### src/rtl/mp5_pkg.sv
// mp5_pkg: types and sizes shared by the mp5 stage and its helpers.
//   NUM_PIPELINES / NUM_STAGES / FIFO_SIZE : default pipeline geometry.
//   Packet, FIFO_Entry, Entry               : stage data types.
//   Map_Entry                               : one phantom-slot map entry.
package mp5_pkg;

    localparam int NUM_PIPELINES = 4;
    localparam int NUM_STAGES    = 4;
    localparam int FIFO_SIZE     = 8;

    localparam int MP5_FID_W  = $clog2(NUM_PIPELINES);
    localparam int MP5_ADDR_W = $clog2(FIFO_SIZE);

    typedef struct packed {
        logic [15:0]           id;
        logic [MP5_FID_W-1:0]  pipe;
        logic [31:0]           data;
    } Packet;

    typedef struct packed {
        logic  valid;
        logic  phantom;
        Packet pkt;
    } FIFO_Entry;

    typedef struct packed {
        logic                  valid;
        logic [15:0]           stamp;
        logic [MP5_FID_W-1:0]  fifo_id;
        logic [MP5_ADDR_W-1:0] addr;
    } Entry;

    // Reserved-slot record: where the phantom for packet `id` lives.
    typedef struct packed {
        logic                  valid;
        logic [15:0]           id;
        logic [MP5_FID_W-1:0]  fifo_id;
        logic [MP5_ADDR_W-1:0] addr;
        logic [15:0]           stamp;
    } Map_Entry;

endpackage

### src/rtl/mp5_addr_map_if.sv
// mp5_addr_map_if: record/lookup inputs and insert/status outputs of the
// phantom-slot address map.
//   master : the stage side (drives rec_*, lkp_*).
//   slave  : the map itself.
interface mp5_addr_map_if #(
    parameter int FID_W  = 2,
    parameter int ADDR_W = 3,
    parameter int OCC_W  = 4
);
    logic              rec_valid;
    logic [15:0]       rec_id;
    logic [FID_W-1:0]  rec_fifo_id;
    logic [ADDR_W-1:0] rec_addr;
    logic              lkp_valid;
    logic [15:0]       lkp_id;
    logic              insert_out;
    logic [ADDR_W-1:0] insert_addr;
    logic [FID_W-1:0]  insert_fifo_id;
    logic              miss_out;
    logic              expire_out;
    logic              overflow;
    logic [OCC_W-1:0]  occupancy;

    modport master (
        output rec_valid, rec_id, rec_fifo_id, rec_addr, lkp_valid, lkp_id,
        input  insert_out, insert_addr, insert_fifo_id, miss_out, expire_out,
               overflow, occupancy
    );

    modport slave (
        input  rec_valid, rec_id, rec_fifo_id, rec_addr, lkp_valid, lkp_id,
        output insert_out, insert_addr, insert_fifo_id, miss_out, expire_out,
               overflow, occupancy
    );
endinterface

### src/rtl/mp5_first_free.sv
// mp5_first_free: lowest-index priority encoder over a valid vector.
//   valid_i : occupancy bits; a 0 bit is a candidate.
//   idx_o   : lowest index whose bit is 0.
//   found_o : at least one bit is 0.
// Feeding an inverted match vector turns it into a lowest-set-bit finder.
module mp5_first_free #(
    parameter int N  = 8,
    parameter int IW = (N > 1) ? $clog2(N) : 1
) (
    input  logic [N-1:0]  valid_i,
    output logic [IW-1:0] idx_o,
    output logic          found_o
);
    always_comb begin
        idx_o   = '0;
        found_o = 1'b0;
        // Walk downward so the last hit written is the lowest index.
        for (int i = N - 1; i >= 0; i--) begin
            if (!valid_i[i]) begin
                idx_o   = IW'(i);
                found_o = 1'b1;
            end
        end
    end
endmodule

### src/rtl/mp5_addr_map.sv
// mp5_addr_map: phantom-slot address map beside one mp5 stage.
//   clk, rst : clock, synchronous active-high reset.
//   m        : slave modport; rec_* records a phantom's reserved slot,
//              lkp_* asks for it when the real packet arrives. Responses
//              (insert_*/miss_out) are registered, one cycle after lkp_valid.
//              expire_out pulses when a stale entry is aged out; overflow is
//              sticky; occupancy counts valid entries.
module mp5_addr_map #(
    parameter int NUM_PIPELINES = mp5_pkg::NUM_PIPELINES,
    parameter int FIFO_SIZE     = mp5_pkg::FIFO_SIZE,
    parameter int MAP_DEPTH     = 8,
    parameter int TIMEOUT       = 1024
) (
    input  logic          clk,
    input  logic          rst,
    mp5_addr_map_if.slave m
);
    import mp5_pkg::*;

    localparam int IDX_W  = $clog2(MAP_DEPTH);
    localparam int OCC_W  = IDX_W + 1;
    localparam int FID_W  = $clog2(NUM_PIPELINES);
    localparam int ADDR_W = $clog2(FIFO_SIZE);

    Map_Entry          ent_q [MAP_DEPTH];
    Map_Entry          ent_d [MAP_DEPTH];
    logic [15:0]       now_q;
    logic [IDX_W-1:0]  scan_q, scan_d;
    logic              ins_q, ins_d, miss_q, miss_d, exp_q, exp_d, ovf_q, ovf_d;
    logic [ADDR_W-1:0] ins_addr_q, ins_addr_d;
    logic [FID_W-1:0]  ins_fid_q, ins_fid_d;
    logic [OCC_W-1:0]  occ_q, occ_d;

    logic [MAP_DEPTH-1:0] valid_vec, rec_nomatch, lkp_nomatch, busy;
    logic [IDX_W-1:0]     free_idx, upd_idx, hit_idx;
    logic                 free_found, upd_found, hit_found, bypass;
    logic [15:0]          age;

    always_comb begin
        for (int i = 0; i < MAP_DEPTH; i++) begin
            valid_vec[i]   = ent_q[i].valid;
            rec_nomatch[i] = !(ent_q[i].valid && ent_q[i].id == m.rec_id);
            lkp_nomatch[i] = !(ent_q[i].valid && ent_q[i].id == m.lkp_id);
        end
    end

    mp5_first_free #(.N(MAP_DEPTH), .IW(IDX_W)) u_free (
        .valid_i(valid_vec),   .idx_o(free_idx), .found_o(free_found));
    mp5_first_free #(.N(MAP_DEPTH), .IW(IDX_W)) u_upd (
        .valid_i(rec_nomatch), .idx_o(upd_idx),  .found_o(upd_found));
    mp5_first_free #(.N(MAP_DEPTH), .IW(IDX_W)) u_hit (
        .valid_i(lkp_nomatch), .idx_o(hit_idx),  .found_o(hit_found));

    assign bypass = m.rec_valid && m.lkp_valid && (m.rec_id == m.lkp_id);
    assign age    = now_q - ent_q[scan_q].stamp;
    assign scan_d = (scan_q == IDX_W'(MAP_DEPTH - 1)) ? '0 : scan_q + 1'b1;

    always_comb begin
        for (int i = 0; i < MAP_DEPTH; i++) ent_d[i] = ent_q[i];
        ins_d      = 1'b0;
        miss_d     = 1'b0;
        exp_d      = 1'b0;
        ovf_d      = ovf_q;
        ins_addr_d = ins_addr_q;
        ins_fid_d  = ins_fid_q;
        busy       = '0;
        occ_d      = '0;

        if (m.lkp_valid) begin
            if (bypass) begin
                // Real packet caught up with its own phantom report; any
                // older entry for this id is stale.
                ins_d      = 1'b1;
                ins_addr_d = m.rec_addr;
                ins_fid_d  = m.rec_fifo_id;
                if (hit_found) begin
                    ent_d[hit_idx].valid = 1'b0;
                    busy[hit_idx]        = 1'b1;
                end
            end else if (hit_found) begin
                ins_d                = 1'b1;
                ins_addr_d           = ent_q[hit_idx].addr;
                ins_fid_d            = ent_q[hit_idx].fifo_id;
                ent_d[hit_idx].valid = 1'b0;
                busy[hit_idx]        = 1'b1;
            end else begin
                miss_d = 1'b1;
            end
        end

        if (m.rec_valid && !bypass) begin
            if (upd_found) begin
                ent_d[upd_idx].fifo_id = m.rec_fifo_id;
                ent_d[upd_idx].addr    = m.rec_addr;
                ent_d[upd_idx].stamp   = now_q;
                busy[upd_idx]          = 1'b1;
            end else if (free_found) begin
                // free_idx comes from ent_q, so a slot freed by this cycle's
                // lookup is not reused until next cycle.
                ent_d[free_idx] = '{valid: 1'b1, id: m.rec_id,
                                    fifo_id: m.rec_fifo_id, addr: m.rec_addr,
                                    stamp: now_q};
            end else begin
                ovf_d = 1'b1;
            end
        end

        // Expiry only touches valid entries, so it never collides with an
        // allocation; hit/update on the scanned entry suppresses it.
        if (TIMEOUT != 0 && ent_q[scan_q].valid && !busy[scan_q] &&
            age >= 16'(TIMEOUT)) begin
            ent_d[scan_q].valid = 1'b0;
            exp_d               = 1'b1;
        end

        for (int i = 0; i < MAP_DEPTH; i++) occ_d = occ_d + OCC_W'(ent_d[i].valid);
    end

    always_ff @(posedge clk) begin
        if (rst) begin
            for (int i = 0; i < MAP_DEPTH; i++) ent_q[i] <= '0;
            now_q      <= '0;
            scan_q     <= '0;
            ins_q      <= 1'b0;
            miss_q     <= 1'b0;
            exp_q      <= 1'b0;
            ovf_q      <= 1'b0;
            ins_addr_q <= '0;
            ins_fid_q  <= '0;
            occ_q      <= '0;
        end else begin
            for (int i = 0; i < MAP_DEPTH; i++) ent_q[i] <= ent_d[i];
            now_q      <= now_q + 16'd1;
            scan_q     <= scan_d;
            ins_q      <= ins_d;
            miss_q     <= miss_d;
            exp_q      <= exp_d;
            ovf_q      <= ovf_d;
            ins_addr_q <= ins_addr_d;
            ins_fid_q  <= ins_fid_d;
            occ_q      <= occ_d;
        end
    end

    assign m.insert_out     = ins_q;
    assign m.insert_addr    = ins_addr_q;
    assign m.insert_fifo_id = ins_fid_q;
    assign m.miss_out       = miss_q;
    assign m.expire_out     = exp_q;
    assign m.overflow       = ovf_q;
    assign m.occupancy      = occ_q;
endmodule

### src/flat_wrapper.sv
// flat-port wrapper written by rule: the top's interface ports become plain ports
module mp5_addr_map_flat import mp5_pkg::*;
#(
    parameter int NUM_PIPELINES = mp5_pkg::NUM_PIPELINES,
    parameter int FIFO_SIZE     = mp5_pkg::FIFO_SIZE,
    parameter int MAP_DEPTH     = 8,
    parameter int TIMEOUT       = 1024
)
  (clk, rst, m_rec_valid, m_rec_id, m_rec_fifo_id, m_rec_addr, m_lkp_valid, m_lkp_id, m_insert_out, m_insert_addr, m_insert_fifo_id, m_miss_out, m_expire_out, m_overflow, m_occupancy);
  mp5_addr_map_if #(.FID_W(2), .ADDR_W(3), .OCC_W(4)) m_i ();
  input  logic clk;
  input  logic rst;
  input wire logic [$bits(m_i.rec_valid)-1:0] m_rec_valid;
  input wire logic [$bits(m_i.rec_id)-1:0] m_rec_id;
  input wire logic [$bits(m_i.rec_fifo_id)-1:0] m_rec_fifo_id;
  input wire logic [$bits(m_i.rec_addr)-1:0] m_rec_addr;
  input wire logic [$bits(m_i.lkp_valid)-1:0] m_lkp_valid;
  input wire logic [$bits(m_i.lkp_id)-1:0] m_lkp_id;
  output wire logic [$bits(m_i.insert_out)-1:0] m_insert_out;
  output wire logic [$bits(m_i.insert_addr)-1:0] m_insert_addr;
  output wire logic [$bits(m_i.insert_fifo_id)-1:0] m_insert_fifo_id;
  output wire logic [$bits(m_i.miss_out)-1:0] m_miss_out;
  output wire logic [$bits(m_i.expire_out)-1:0] m_expire_out;
  output wire logic [$bits(m_i.overflow)-1:0] m_overflow;
  output wire logic [$bits(m_i.occupancy)-1:0] m_occupancy;
  assign m_i.rec_valid = m_rec_valid;
  assign m_i.rec_id = m_rec_id;
  assign m_i.rec_fifo_id = m_rec_fifo_id;
  assign m_i.rec_addr = m_rec_addr;
  assign m_i.lkp_valid = m_lkp_valid;
  assign m_i.lkp_id = m_lkp_id;
  assign m_insert_out = m_i.insert_out;
  assign m_insert_addr = m_i.insert_addr;
  assign m_insert_fifo_id = m_i.insert_fifo_id;
  assign m_miss_out = m_i.miss_out;
  assign m_expire_out = m_i.expire_out;
  assign m_overflow = m_i.overflow;
  assign m_occupancy = m_i.occupancy;
  mp5_addr_map #(.NUM_PIPELINES(NUM_PIPELINES), .FIFO_SIZE(FIFO_SIZE), .MAP_DEPTH(MAP_DEPTH), .TIMEOUT(TIMEOUT)) u_core (.clk(clk), .rst(rst), .m(m_i));
endmodule
### config.mk
export PLATFORM = sky130hd
export DESIGN_NAME = mp5_addr_map_flat
export DESIGN_NICKNAME = d
export VERILOG_FILES = /design/src/rtl/mp5_pkg.sv /design/src/rtl/mp5_addr_map_if.sv /design/src/rtl/mp5_first_free.sv /design/src/rtl/mp5_addr_map.sv /design/src/flat_wrapper.sv
export SDC_FILE = /design/constraint.sdc
export NUM_CORES = 1
export LEC_CHECK = 0
export CORE_MARGIN = 2
export CORE_UTILIZATION = 50
export CTS_CLUSTER_DIAMETER = 100
export DETAILED_ROUTE_END_ITERATION = 8
export MAX_ROUTING_LAYER = met4
export PLACE_DENSITY_LB_ADDON = 0.05
export RECOVER_POWER = 100
export REMOVE_ABC_BUFFERS = 1
export SLEW_MARGIN = 25
export SYNTH_ARGS = -nofsm -noshare
export SYNTH_HDL_FRONTEND = slang
export SYNTH_SLANG_ARGS = --single-unit
### constraint.sdc
create_clock -name clk -period 7.6 [get_ports clk]
set_input_delay 1.52 -clock clk [delete_from_list [all_inputs] [get_ports clk]]
set_output_delay 1.52 -clock clk [all_outputs]
set_load 0.005 [all_outputs]
==> results.toml, run 1 <==
[synth]
synthCells = 2290
synth.cell_area_um2 = 19500
synth_warnings = 0
ys_types = 100
avgSynthCellArea_um2 = 8.50
seq_area_frac_synth = 0.346
synth_enable_flop_cells = 0
synthArstFlopShare = 0
synth_ff_type = "dfxtp_1"
synth-seq-cells = 336

[detailed_routing]
wl_per_cell_um = 25.0
drt_first_pass_iters = 6
drt_iter0_drc = 1955
vias = 17500
postRouteAntennaNets = 0
viasPerCell = 6.15
drc = 0
wirelength_um = 71200

[die]
die-area_um2 = 40500
initial_core_util = 0.505
core.rowCount = 72
core_um2 = 38600
pin_count = 54
die_w_um = 201
die_y_um = 201

[cts]
postCtsSetupBuffers = 0
cts_buffers = 40
hold_buffers = 0
root_buffer = "clkbuf_16"
htree_levels = 2
cts_max_path_buffers = 3
clk_pin_slew_worst_paths_ns = 0.06
ctsResizeCount = 0
cts_tree = "done"
insertion_delay_ns = 0.58
cts.sinks = 336

[finish]
nFillCells = 3677
nets = 2360
multiInputGateArea_um2 = 11600
syn2layout_area_growth_pct = 11.8
drive_gt1_frac = 0.0911
num_antenna_cells = 0
fin_cells = 2844
regArea_um2 = 6730

[power_and_ir_drop]
max-vdd-ir-drop_mv = 0.180
powerDensity_nw_per_um2 = 201
leakagePower_nw = 8.59

[worst_setup_path]
worst-endpoint-arrival_ns = 7.70
cp_slowest_stage_delay_ns = 0.75
r2r-start = "u_core.scan_q[1]$_SDFF_PP0_"
crit_path_max_fanout = 16
crit_path_end_kind = "flop"
crit_required_ns = 8.02
cpMostUsedCell = "fa_1"
cp-start-kind = "flop"
cp_slowest_cell = "dfxtp_1"
ff2ff_path_depth = 24
crit_type = "flop to flop"
regToRegEndpoint = "u_core.m.occupancy[1]$_SDFF_PP0_"
r2r_slack_ns = 0.32
crit_chain = "nand2_1, nor2_1, buf_4, a22oi_1, and4_1, ha_1, o21ai_0, o21bai_1, a21oi_1, o31ai_1, nor2b_1, o31ai_1, a21oi_1, o211ai_1, o311a_2, a21oi_1, ha_1, inv_1, fa_1, fa_1, fa_1, inv_1, fa_1, nor2b_1"

[grt]
antenna_found_initial = 0
grt_pass1_vias = 16731
grt_max_degree = 187
grt_pass1_wl_um = 106000
grt-ovfl-total = 0
grtUsageTotal = 0.358

[timing]
fin_tns_setup_ns = 0
skew_ns = 0.0122
maxSlewViolCount = 323
min_period_ns = 7.28
rsz0062_at_grt = "no"
setup_viol = 0
hold_viol = 0
tightest_slew_ns = 4.13
period_share = 0.957
max_slew_margin = -1.75
max_freq_ghz = 0.137

[place]
io_buffer_count = 53
place_congestion = 0.980
dp_cells = 2770
detailed_place_hpwl_um = 47800

[flow_run]
cap_violations = 8

[min_path]
hold_class = "flop to flop"
holdPathStages = 2

[run_status]
violations = "capacitance limit, slew limit"
status = "finished, violations left"
## per-layer routing
metal	wire length [um]	track usage	vias to the layer above
met2	30300	0.518	821
met3	6110	0.0533	120
li1	-	-	8038
met5	0	-	-
met4	1880	0.112	0
met1	32900	0.512	8521
## layout make-up
type	instances	area share
inverters	24	0.00414
repair buffers	150	0.0588
multi-input cells	1742	0.535
clock buffers	55	0.0523
flip-flops and latches	336	0.309
clock inverters	19	0.0108
well taps	518	0.0298
## critical path, delay by kind of cell, from the launching register on
kind | cells | cell delay [ns]
AO/OA/AOI/OAI | 10 | 2.49
AND/OR/NAND/NOR | 5 | 1.08
buffers and inverters | 3 | 0.55
flip-flops | 1 | 0.75
adder cells (fa/ha/maj) | 6 | 2.24
## synth_stat cells, types with 8 or more instances
cell / count / share of area
mux2i_1: 163 / 0.084
and3_1: 18 / 0.0058
nand3_1: 130 / 0.033
or3b_1: 36 / 0.016
buf_4: 14 / 0.0054
buf_2: 71 / 0.018
dfxtp_1: 336 / 0.35
a21oi_1: 165 / 0.042
a21o_1: 8 / 0.0031
nor2b_1: 31 / 0.010
nand4b_1: 8 / 0.0036
a22oi_1: 56 / 0.022
xnor2_1: 127 / 0.057
or3_1: 10 / 0.0032
a22o_1: 8 / 0.0036
o21ai_0: 10 / 0.0026
nand2_1: 227 / 0.044
nor3b_1: 12 / 0.0046
inv_1: 24 / 0.0046
nand2b_1: 10 / 0.0032
nor3_1: 27 / 0.0069
buf_6: 20 / 0.012
clkbuf_1: 79 / 0.015
xor2_1: 158 / 0.071
and4_1: 20 / 0.0090
o22ai_1: 9 / 0.0029
nor4_1: 40 / 0.013
ha_1: 21 / 0.013
or4_1: 14 / 0.0054
nand4_1: 39 / 0.013
nor2_1: 233 / 0.045
## power by group
| part | internal (mW) | switching (mW) | total (mW) |
|---|---|---|---|
| Combinational | 0.187 | 0.339 | 0.525 |
| Clock | 1.20 | 0.819 | 2.02 |
| Sequential | 1.79 | 0.0401 | 1.83 |
## cell families after synthesis
kind of cell,count (synthesis),share of synthesized area
compound gates,346,0.116
xor+xnor,287,0.130
fa+ha+maj,25,0.0176
buf+inv,212,0.0575
flops,336,0.346
mux,166,0.0856
simple gates,918,0.247
## worst max path at each step
stage / start / to / slack [ns] / depth (start not counted)
2_1_floorplan: m_rec_id[15] / u_core.m.occupancy[1]$_SDFF_PP0_ / 0.49 / 16
5_1_grt: u_core.scan_q[1]$_SDFF_PP0_ / u_core.m.occupancy[1]$_SDFF_PP0_ / 0.18 / 24
4_1_cts: u_core.scan_q[1]$_SDFF_PP0_ / u_core.m.occupancy[1]$_SDFF_PP0_ / 0.56 / 24
3_5_place_dp: m_lkp_id[11] / u_core.m.occupancy[1]$_SDFF_PP0_ / 0.23 / 19
3_3_place_gp: m_lkp_id[11] / u_core.m.occupancy[1]$_SDFF_PP0_ / 0.26 / 19
6_report: u_core.scan_q[1]$_SDFF_PP0_ / u_core.m.occupancy[1]$_SDFF_PP0_ / 0.32 / 24
## cells in the final DEF, fill, tap and decap left out, types with 7 or more instances in the layout
master           instances
nand2b_1                10
dfxtp_1                336
and3_1                  18
inv_1                   24
nor3b_1                 12
ha_1                    21
nand4b_1                 8
a221oi_1                 7
nor2_1                 232
or3_1                   10
nor4_1                  40
o22ai_1                 10
a21oi_1                164
and4_1                  20
mux2i_1                163
xor2_1                 158
nand4_1                 40
clkbuf_16               41
nand3_1                130
clkinv_2                11
or3b_1                  36
clkbuf_1                21
clkdlybuf4s50_1         37
o21ai_0                 11
buf_4                   74
a21o_1                   8
dlygate4sd3_1           15
or4_1                   14
nor3_1                  25
nor2b_1                 30
xnor2_1                127
a22o_1                   8
nand2_1                226
a22oi_1                 56
## per-stage QoR
| step | instance area (um2) | power (mW) | utilization | setup WS, ns | hold WS, ns |
|---|---|---|---|---|---|
| final | 21800 | 4.37 | 0.564 | 0.325 | 0.449 |
| after CTS | 21900 | 4.39 | 0.568 | 0.561 | 0.451 |
| after floorplan | 18400 | 2.10 | - | 0.489 | 0.422 |
| after detailed placement | 20500 | 2.38 | 0.532 | 0.226 | 0.444 |
| after global routing | 21800 | 4.50 | 0.564 | 0.177 | 0.465 |
| after global placement | 20500 | 2.38 | 0.532 | 0.257 | 0.436 |
(Power assumes the default switching activity.)
==> inputs of run 2 (changes only) <==
CORE_MARGIN = 10   (was 2)
==> run 2 against run 1 <==
  * The run still ends with capacitance limit, slew limit left
  * Global-route usage is 6.0 points lower
  * Clock skew is 0.013 ns higher
  * Register-to-register slack worse by 0.02 ns
  * Critical path type unchanged
==> results.toml, run 2 (synthesis results as in run 1) <==
[run_status]
status = "finished, violations left"
violations = "capacitance limit, slew limit"

[detailed_routing]
wirelength_um = 70400
drc = 0
postRouteAntennaNets = 0
wl_per_cell_um = 24.7
wl_met2_um = 30500
vias = 17374
highest_layer = "met4"
drt_iter0_drc = 1848
wl_met3_um = 5670
drt_first_pass_iters = 6
wl_met1_um = 32500
viasPerCell = 6.10

[die]
die_y_um = 217
core.rowCount = 72
die_w_um = 217
initial_core_util = 0.505
core_um2 = 38600
pin_count = 54
die-area_um2 = 47200

[place]
detailed_place_hpwl_um = 47800
placed_area_um2 = 20500
place_congestion = 0.958
post-place-ws_ns = 0.344
io_buffer_count = 53

[cts]
insertion_delay_ns = 0.58
ctsResizeCount = 0
postCtsSetupBuffers = 0
cts_max_path_buffers = 3
htree_levels = 2
root_buffer = "clkbuf_16"
cts_tree = "done"
clk_pin_slew_worst_paths_ns = 0.06
cts.sinks = 336
hold_buffers = 0
cts_buffers = 40

[min_path]
holdPathStages = 2
hold_class = "flop to flop"

[finish]
regArea_um2 = 6730
nFillCells = 3633
stdcell_area_um2 = 21900
syn2layout_area_growth_pct = 12.3
multiInputGateArea_um2 = 11700
fin_util = 0.567
mostFrequentLayoutCells = "336 x dfxtp_1, 232 x nor2_1, 226 x nand2_1"
drive_gt1_frac = 0.0980
final_common_cell = "dfxtp_1"
nets = 2366

[timing]
skew_ns = 0.0253
tightest_slew_ns = 6.26
max_slew_margin = -3.17
postLayoutSetupSlackWorst_ns = 0.301
min_period_ns = 7.30
maxSlewViolCount = 135
max_freq_ghz = 0.137
hold_slack_ns = 0.448
period_share = 0.960
fin_tns_setup_ns = 0
rsz0062_at_grt = "no"
hold_viol = 0
setup_viol = 0

[grt]
grt-ovfl-total = 0
grtUsageTotal = 0.298
grt_pass1_wl_um = 105000
antenna_found_initial = 2
grt_max_degree = 204
grt_pass1_vias = 16572

[worst_setup_path]
cp-start-kind = "flop"
r2r-start = "u_core.scan_q[2]$_SDFF_PP0_"
crit_path_max_fanout = 11
ff2ff_path_depth = 25
regToRegEndpoint = "u_core.m.occupancy[1]$_SDFF_PP0_"
cp_slowest_cell = "dfxtp_1"
r2r_slack_ns = 0.30
cp_slowest_stage_delay_ns = 0.57
crit_type = "flop to flop"
crit_required_ns = 8.01
worst-endpoint-arrival_ns = 7.71
crit_path_end_kind = "flop"
cpMostUsedCell = "fa_1"

[flow_run]
cap_violations = 1

[power_and_ir_drop]
powerDensity_nw_per_um2 = 198
max-vdd-ir-drop_mv = 0.174
leakagePower_nw = 8.64
run 2: changes by cell type in the layout (fill, tap and decap cells not counted), sizes merged:
| cell | before | now |
|---|---|---|
| clkbuf | 72 | 58 |
| clkdlybuf4s50 | 37 | 39 |
| inv | 27 | 25 |
| clkinv | 12 | 6 |
| diode | 0 | 2 |
| dlygate4sd3 | 15 | 13 |
| buf | 81 | 103 |
run 2: final cells by class:
type / count / share of cell area
diodes: 2 / 0.000229
clock buffers: 57 / 0.0529
clock inverters: 11 / 0.00778
inverters: 24 / 0.00412
multi-input cells: 1742 / 0.535
flip-flops and latches: 336 / 0.308
well taps: 518 / 0.0296
repair buffers: 156 / 0.0628
run 2: stage by stage:
stage | power [mW] | instances
floorplan | 2.10 | 2102
global placement | 2.38 | 2776
detailed placement | 2.38 | 2776
CTS | 4.35 | 2844
global route | 4.46 | 2846
finish | 4.33 | 2846
run 2: power by group:
group / leakage (nW) / total, mW / internal (mW) / switching, mW
combinational: 5.27 / 0.530 / 0.192 / 0.338
clock: 0.653 / 1.98 / 1.19 / 0.783
sequential: 2.71 / 1.83 / 1.79 / 0.0387
total: 8.64 / 4.33 / 3.17 / 1.16
run 2: worst max path at each step:
stage	from	depth (start not counted)	end	slack, ns
global placement	m_lkp_id[13]	19	u_core.m.occupancy[1]$_SDFF_PP0_	0.30
global route	u_core.scan_q[2]$_SDFF_PP0_	25	u_core.m.occupancy[1]$_SDFF_PP0_	0.008
CTS	u_core.scan_q[2]$_SDFF_PP0_	25	u_core.m.occupancy[1]$_SDFF_PP0_	0.40
floorplan	m_rec_id[15]	16	u_core.m.occupancy[1]$_SDFF_PP0_	0.49
finish	u_core.scan_q[2]$_SDFF_PP0_	25	u_core.m.occupancy[1]$_SDFF_PP0_	0.30
detailed placement	m_lkp_id[11]	20	u_core.m.occupancy[1]$_SDFF_PP0_	0.34
run 2: metal layers:
metal | up-vias | track usage
met5 | - | -
met4 | 0 | 0.0797
met1 | 8467 | 0.419
li1 | 8041 | -
met3 | 124 | 0.0437
met2 | 742 | 0.437
run 2: critical path, delay by kind of cell, from the launching register on:
family,cells,cell delay (ns)
compound gates,8,1.92
fa+ha+maj,6,2.32
flops,1,0.57
buf+inv,5,0.88
simple gates,6,1.44
==> inputs of run 3 (changes only) <==
==> constraint.sdc (replaced) <==
create_clock -name clk -period 7.6 [get_ports clk]
set_input_delay 1.9 -clock clk [delete_from_list [all_inputs] [get_ports clk]]
set_output_delay 1.9 -clock clk [all_outputs]
set_load 0.005 [all_outputs]
==> run 3 against run 2 <==
  * The flow still finishes with violations (capacitance limit, slew limit)
  * Die area unchanged
  * Register-to-register slack better by 0.34 ns
  * Clock-buffer cell count down 2
  * Clock power decreased by 6%
  * Non-clock buffer count rose by 12
  * Global-route usage is 0.32 points higher
  * Final cell count rose by 0.46%
  * Wire length increased by 0.49%
  * Cell area fell by 0.35%
  * Worst setup slack improved by 0.15 ns
  * First-iteration DRC count rose by 12%
  * Sequential share of layout area is 0.11 points higher
  * Critical endpoint unchanged
  * Largest cell class unchanged
  * Largest power group unchanged
  * Highest routed layer unchanged
==> results.toml, run 3 (synthesis results as in run 1) <==
[run_status]
violations = "capacitance limit, slew limit"
status = "finished, violations left"

[power_and_ir_drop]
clockPowerShare = 0.442
powerDensity_nw_per_um2 = 194
max-vdd-ir-drop_mv = 0.195
netSwitchingFraction = 0.281
switchingPower_mw = 1.19
intPower_mw = 3.04
leakagePower_nw = 8.60
pwr-share-comb = 0.126
seqPwrFrac = 0.432

[cts]
cts_buffers = 39
ctsResizeCount = 0
clk_pin_slew_worst_paths_ns = 0.06
postCtsSetupBuffers = 0
root_buffer = "clkbuf_16"
cts_tree = "done"
htree_levels = 2
insertion_delay_ns = 0.58
hold_buffers = 0
cts.sinks = 336
cts_max_path_buffers = 3

[grt]
grt_use_met1 = 0.423
grt_max_degree = 135
antenna_found_initial = 0
busiest_layer = "met2"
grtUsageTotal = 0.301
grt_pass1_vias = 16821
use_met2 = 0.436
grt_pass1_wl_um = 107000
grt-ovfl-total = 0
use_met3 = 0.0422

[timing]
rsz0062_at_grt = "no"
min_period_ns = 7.15
max_slew_margin = -1.83
period_share = 0.941
maxSlewViolCount = 381
postLayoutSetupSlackWorst_ns = 0.446
max_freq_ghz = 0.140
fin_tns_setup_ns = 0
skew_ns = 0.0218
tightest_slew_ns = 4.25
hold_viol = 0
setup_viol = 0

[worst_setup_path]
crit_path_max_fanout = 7
crit_path_end_kind = "flop"
cp-start-kind = "primary input"
r2r_slack_ns = 0.64
crit_type = "primary input to flop"
worst-endpoint-arrival_ns = 7.58
regToRegEndpoint = "u_core.m.occupancy[1]$_SDFF_PP0_"
r2r-start = "u_core.scan_q[2]$_SDFF_PP0_"
ff2ff_path_depth = 24
crit_required_ns = 8.03

[min_path]
hold_class = "flop to flop"
holdPathStages = 2

[finish]
final_common_cell = "dfxtp_1"
num_antenna_cells = 0
mostFrequentLayoutCells = "336 x dfxtp_1, 232 x nor2_1, 227 x nand2_1"
nFillCells = 3636
nets = 2377
syn2layout_area_growth_pct = 11.9
drive_gt1_frac = 0.0923

[die]
pin_count = 54
core_um2 = 38600
core.rowCount = 72
die-area_um2 = 47200
initial_core_util = 0.505
die_w_um = 217
die_y_um = 217

[detailed_routing]
wirelength_um = 70800
drt_iter0_drc = 2062
vias = 17517
drc = 0
wl_per_cell_um = 24.7
drt_first_pass_iters = 6
viasPerCell = 6.13
postRouteAntennaNets = 0

[place]
io_buffer_count = 53
place_congestion = 1.02
post-place-ws_ns = 0.263
detailed_place_hpwl_um = 48300

[flow_run]
cap_violations = 10
==> run 3: changes by cell type in the layout (fill, tap and decap cells not counted), moves of 4 or more <==
cell	previous run	this run
buf_12	6	12
bufinv_16	4	0
buf_4	97	81
clkinv_2	5	11
clkbuf_8	5	9
clkbuf_1	11	26
==> run 3: through the flow <==
stage	hold slack, ns	total power, mW	area (um2)	std cells	util
after CTS	0.450	4.24	22000	2859	0.569
after global routing	0.464	4.35	21800	2859	0.565
after floorplan	0.422	2.10	18400	2102	-
final	0.449	4.23	21800	2859	0.565
after global placement	0.437	2.39	20700	2787	0.536
after detailed placement	0.441	2.39	20700	2788	0.537
==> run 3: how the worst max path moves through the flow <==
stage | from | endpoint | slack [ns]
finish | m_rec_id[5] | u_core.m.occupancy[1]$_SDFF_PP0_ | 0.45
global route | m_rec_id[5] | u_core.m.occupancy[1]$_SDFF_PP0_ | 0.21
CTS | u_core.scan_q[2]$_SDFF_PP0_ | u_core.m.occupancy[1]$_SDFF_PP0_ | 0.76
detailed placement | m_lkp_id[2] | u_core.m.occupancy[1]$_SDFF_PP0_ | 0.26
global placement | m_lkp_id[2] | u_core.m.occupancy[1]$_SDFF_PP0_ | 0.31
floorplan | m_rec_id[15] | u_core.m.occupancy[1]$_SDFF_PP0_ | 0.11
==> run 3: critical path, stage by stage <==
cell	delay, ns
dlygate4sd3_1	0.76
clkbuf_1	0.30
buf_4	0.21
xor2_1	0.17
nor4_1	0.08
nand4_1	0.15
o22ai_1	0.09
buf_4	0.16
or2_2	0.35
nor3_1	0.70
and4_1	0.39
a21oi_1	0.10
a31o_2	0.27
fa_1	0.52
fa_1	0.43
fa_1	0.36
inv_1	0.10
fa_1	0.38
nor2b_1	0.13
==> run 3: final cells by class <==
class,instances,area (um2),share of cell area
multi-input cells,1742,11600,0.532
flip-flops and latches,336,6730,0.309
repair buffers,168,1470,0.0674
clock buffers,55,1150,0.0527
well taps,518,648,0.0298
clock inverters,16,103,0.00471
inverters,24,90.1,0.00414
==> run 3: per-layer routing <==
metal	vias up	wire length, um
li1	8066	-
met1	8536	32100
met2	776	30600
met3	139	6030
met4	0	2000
met5	-	0
==> run 3: power by group through the flow <==
stage	registers (mW)	clock network (mW)	logic, mW
final	1.83	1.87	0.535
after floorplan	1.85	0	0.250
after detailed placement	1.86	0	0.526
after global routing	1.83	1.96	0.564
after global placement	1.86	0	0.527
after CTS	1.82	1.89	0.529
==> RTL edit: new RTL, settings of run 3 <==
Take the reset off `ins_addr_q` and load it in a clocked block of its own.
--- a/src/rtl/mp5_addr_map.sv
+++ b/src/rtl/mp5_addr_map.sv
@@ -127,3 +127,2 @@
             ovf_q      <= 1'b0;
-            ins_addr_q <= '0;
             ins_fid_q  <= '0;
@@ -138,3 +137,2 @@
             ovf_q      <= ovf_d;
-            ins_addr_q <= ins_addr_d;
             ins_fid_q  <= ins_fid_d;
@@ -142,2 +140,6 @@
         end
+    end
+
+    always_ff @(posedge clk) begin
+        ins_addr_q <= ins_addr_d;
     end
Check against the original RTL: not settled (the Yosys comparison gave no result); the edit may change what the design does.
==> RTL edit against run 3 <==
The flow still finishes with violations (capacitance limit, slew limit); fmax grew 1.1%; routed wire length shrank 13%; setup slack gained 0.081 ns; critical path depth shrank 7; sequential cell count is the same; power shrank 0.64%; cell area shrank 4.6%; synthesized area shrank 5.4%; largest cell class unchanged; largest power group unchanged.
==> RTL edit: results <==
set metrics [dict create \
    skew_ns 0.0271 \
    status "complete, but fails checks" \
    synthTopCellsByArea "dfxtp_1 36%, mux2i_1 12%, xor2_1 7.0%, xnor2_1 6.7%, nor2_1 5.6%" \
    yosys.cell_types.count 89 \
    peakVddDrop_uv 171 \
    drtIter0Drc 1357 \
    cp_max_fo 16 \
    layout-drive-gt1-share_pct 9.10 \
    final_net_count 2148 \
    slew_viol_final 359 \
    hpwl_um 41700 \
    place_area_um2 19700 \
    ff2ff_path_depth 23 \
    drt_pass1_iterations 7 \
    placedCellCount 2508 \
    cap_violations 11 \
    yosysSeqAreaShare_pct 36.7 \
    total_leakage_power_nw 8.46 \
    p_sw_mw 1.08 \
    grt_max_degree 167 \
    gp_congestion 0.958 \
    routed_wl_um 61400 \
    synth_commonest_cells "333 x dfxtp_1, 277 x nor2_1, 219 x mux2i_1" \
    violations "capacitance limit, slew limit" \
    routed-via-count 15200 \
    avgSynthCellArea_um2 8.96 \
]
-- RTL edit: cell types whose count changed after synthesis, moves of 11 or more --
cell,delta
a21oi_1,-71
a22oi_1,-20
and3_1,+11
and4_1,-18
buf_2,-20
mux2i_1,+56
nand2_1,-101
nand2b_1,+33
nand3_1,-57
nor2_1,+44
nor2b_1,-24
xnor2_1,+14
-- RTL edit: worst max-delay path by stage --
stage / startpoint / endpoint / slack (ns)
2_1_floorplan: m_rec_id[9] / u_core.m.occupancy[1] / 0.64
3_3_place_gp: m_lkp_id[10] / u_core.m.occupancy[1] / 0.30
3_5_place_dp: m_lkp_id[10] / u_core.m.occupancy[1] / 0.23
4_1_cts: u_core.scan_q[2] / u_core.m.occupancy[1] / 0.80
5_1_grt: u_core.scan_q[2] / u_core.m.occupancy[1] / 0.17
6_report: m_rec_id[6] / register / 0.53
-- RTL edit: cells by family (layout without fill, tap and decap cells) --
logic type               count (synthesis)  in the layout  synth area share (%)
AO/OA/AOI/OAI                          247            247                  9.77
XOR/XNOR                               289            289                  13.7
adder cells (fa/ha/maj)                 25             25                  1.86
buffers and inverters                  190            245                  5.08
flip-flops                             336            336                  36.7
multiplexers                           220            220                  12.0
AND/OR/NAND/NOR                        748            748                  20.8
-- RTL edit: critical path, stage by stage --
cell and delay, ns:
dlygate4sd3_1 0.84, buf_4 0.30, xor2_1 0.17, nor4_1 0.06, nand2_1 0.08, nor4_1 0.08
nor4_1 0.70, nand3_1 0.32, o21ai_1 2.20, clkbuf_2 0.55, mux2i_1 0.22, nor2_1 0.05
-- RTL edit: power by group through the flow --
| stage | sequential, mW | combinational (mW) | clock, mW |
|---|---|---|---|
| detailed placement | 1.86 | 0.451 | 0 |
| CTS | 1.82 | 0.453 | 1.96 |
| finish | 1.82 | 0.451 | 1.93 |
| floorplan | 1.85 | 0.213 | 0 |
| global route | 1.82 | 0.480 | 2.04 |
| global placement | 1.86 | 0.449 | 0 |
-- RTL edit: per-stage QoR --
stage,worst slack (ns),hold WS [ns],util (%)
global route,0.168,0.466,57.0
floorplan,0.644,0.425,-
CTS,0.797,0.451,57.6
detailed placement,0.227,0.445,54.0
finish,0.528,0.451,57.0
global placement,0.297,0.438,53.8
-- RTL edit: final cells by class --
cell class,count,area [um^2]
clock buffer,54,1140
clock inverter,15,156
fill,3325,15700
inverter,19,71.3
multi-input combinational,1529,10700
sequential,336,6760
tap,468,586
timing repair buffer,157,1370
-- RTL edit: layer usage --
metal  share of wire [%]  vias up  global-route usage, %
met5                   0        -                      -
met4                 2.6        0                   7.81
met3                 5.6       92                   4.30
met2                  48      517                   46.4
met1                  44     7374                   34.3
li1                    -     7190                      -
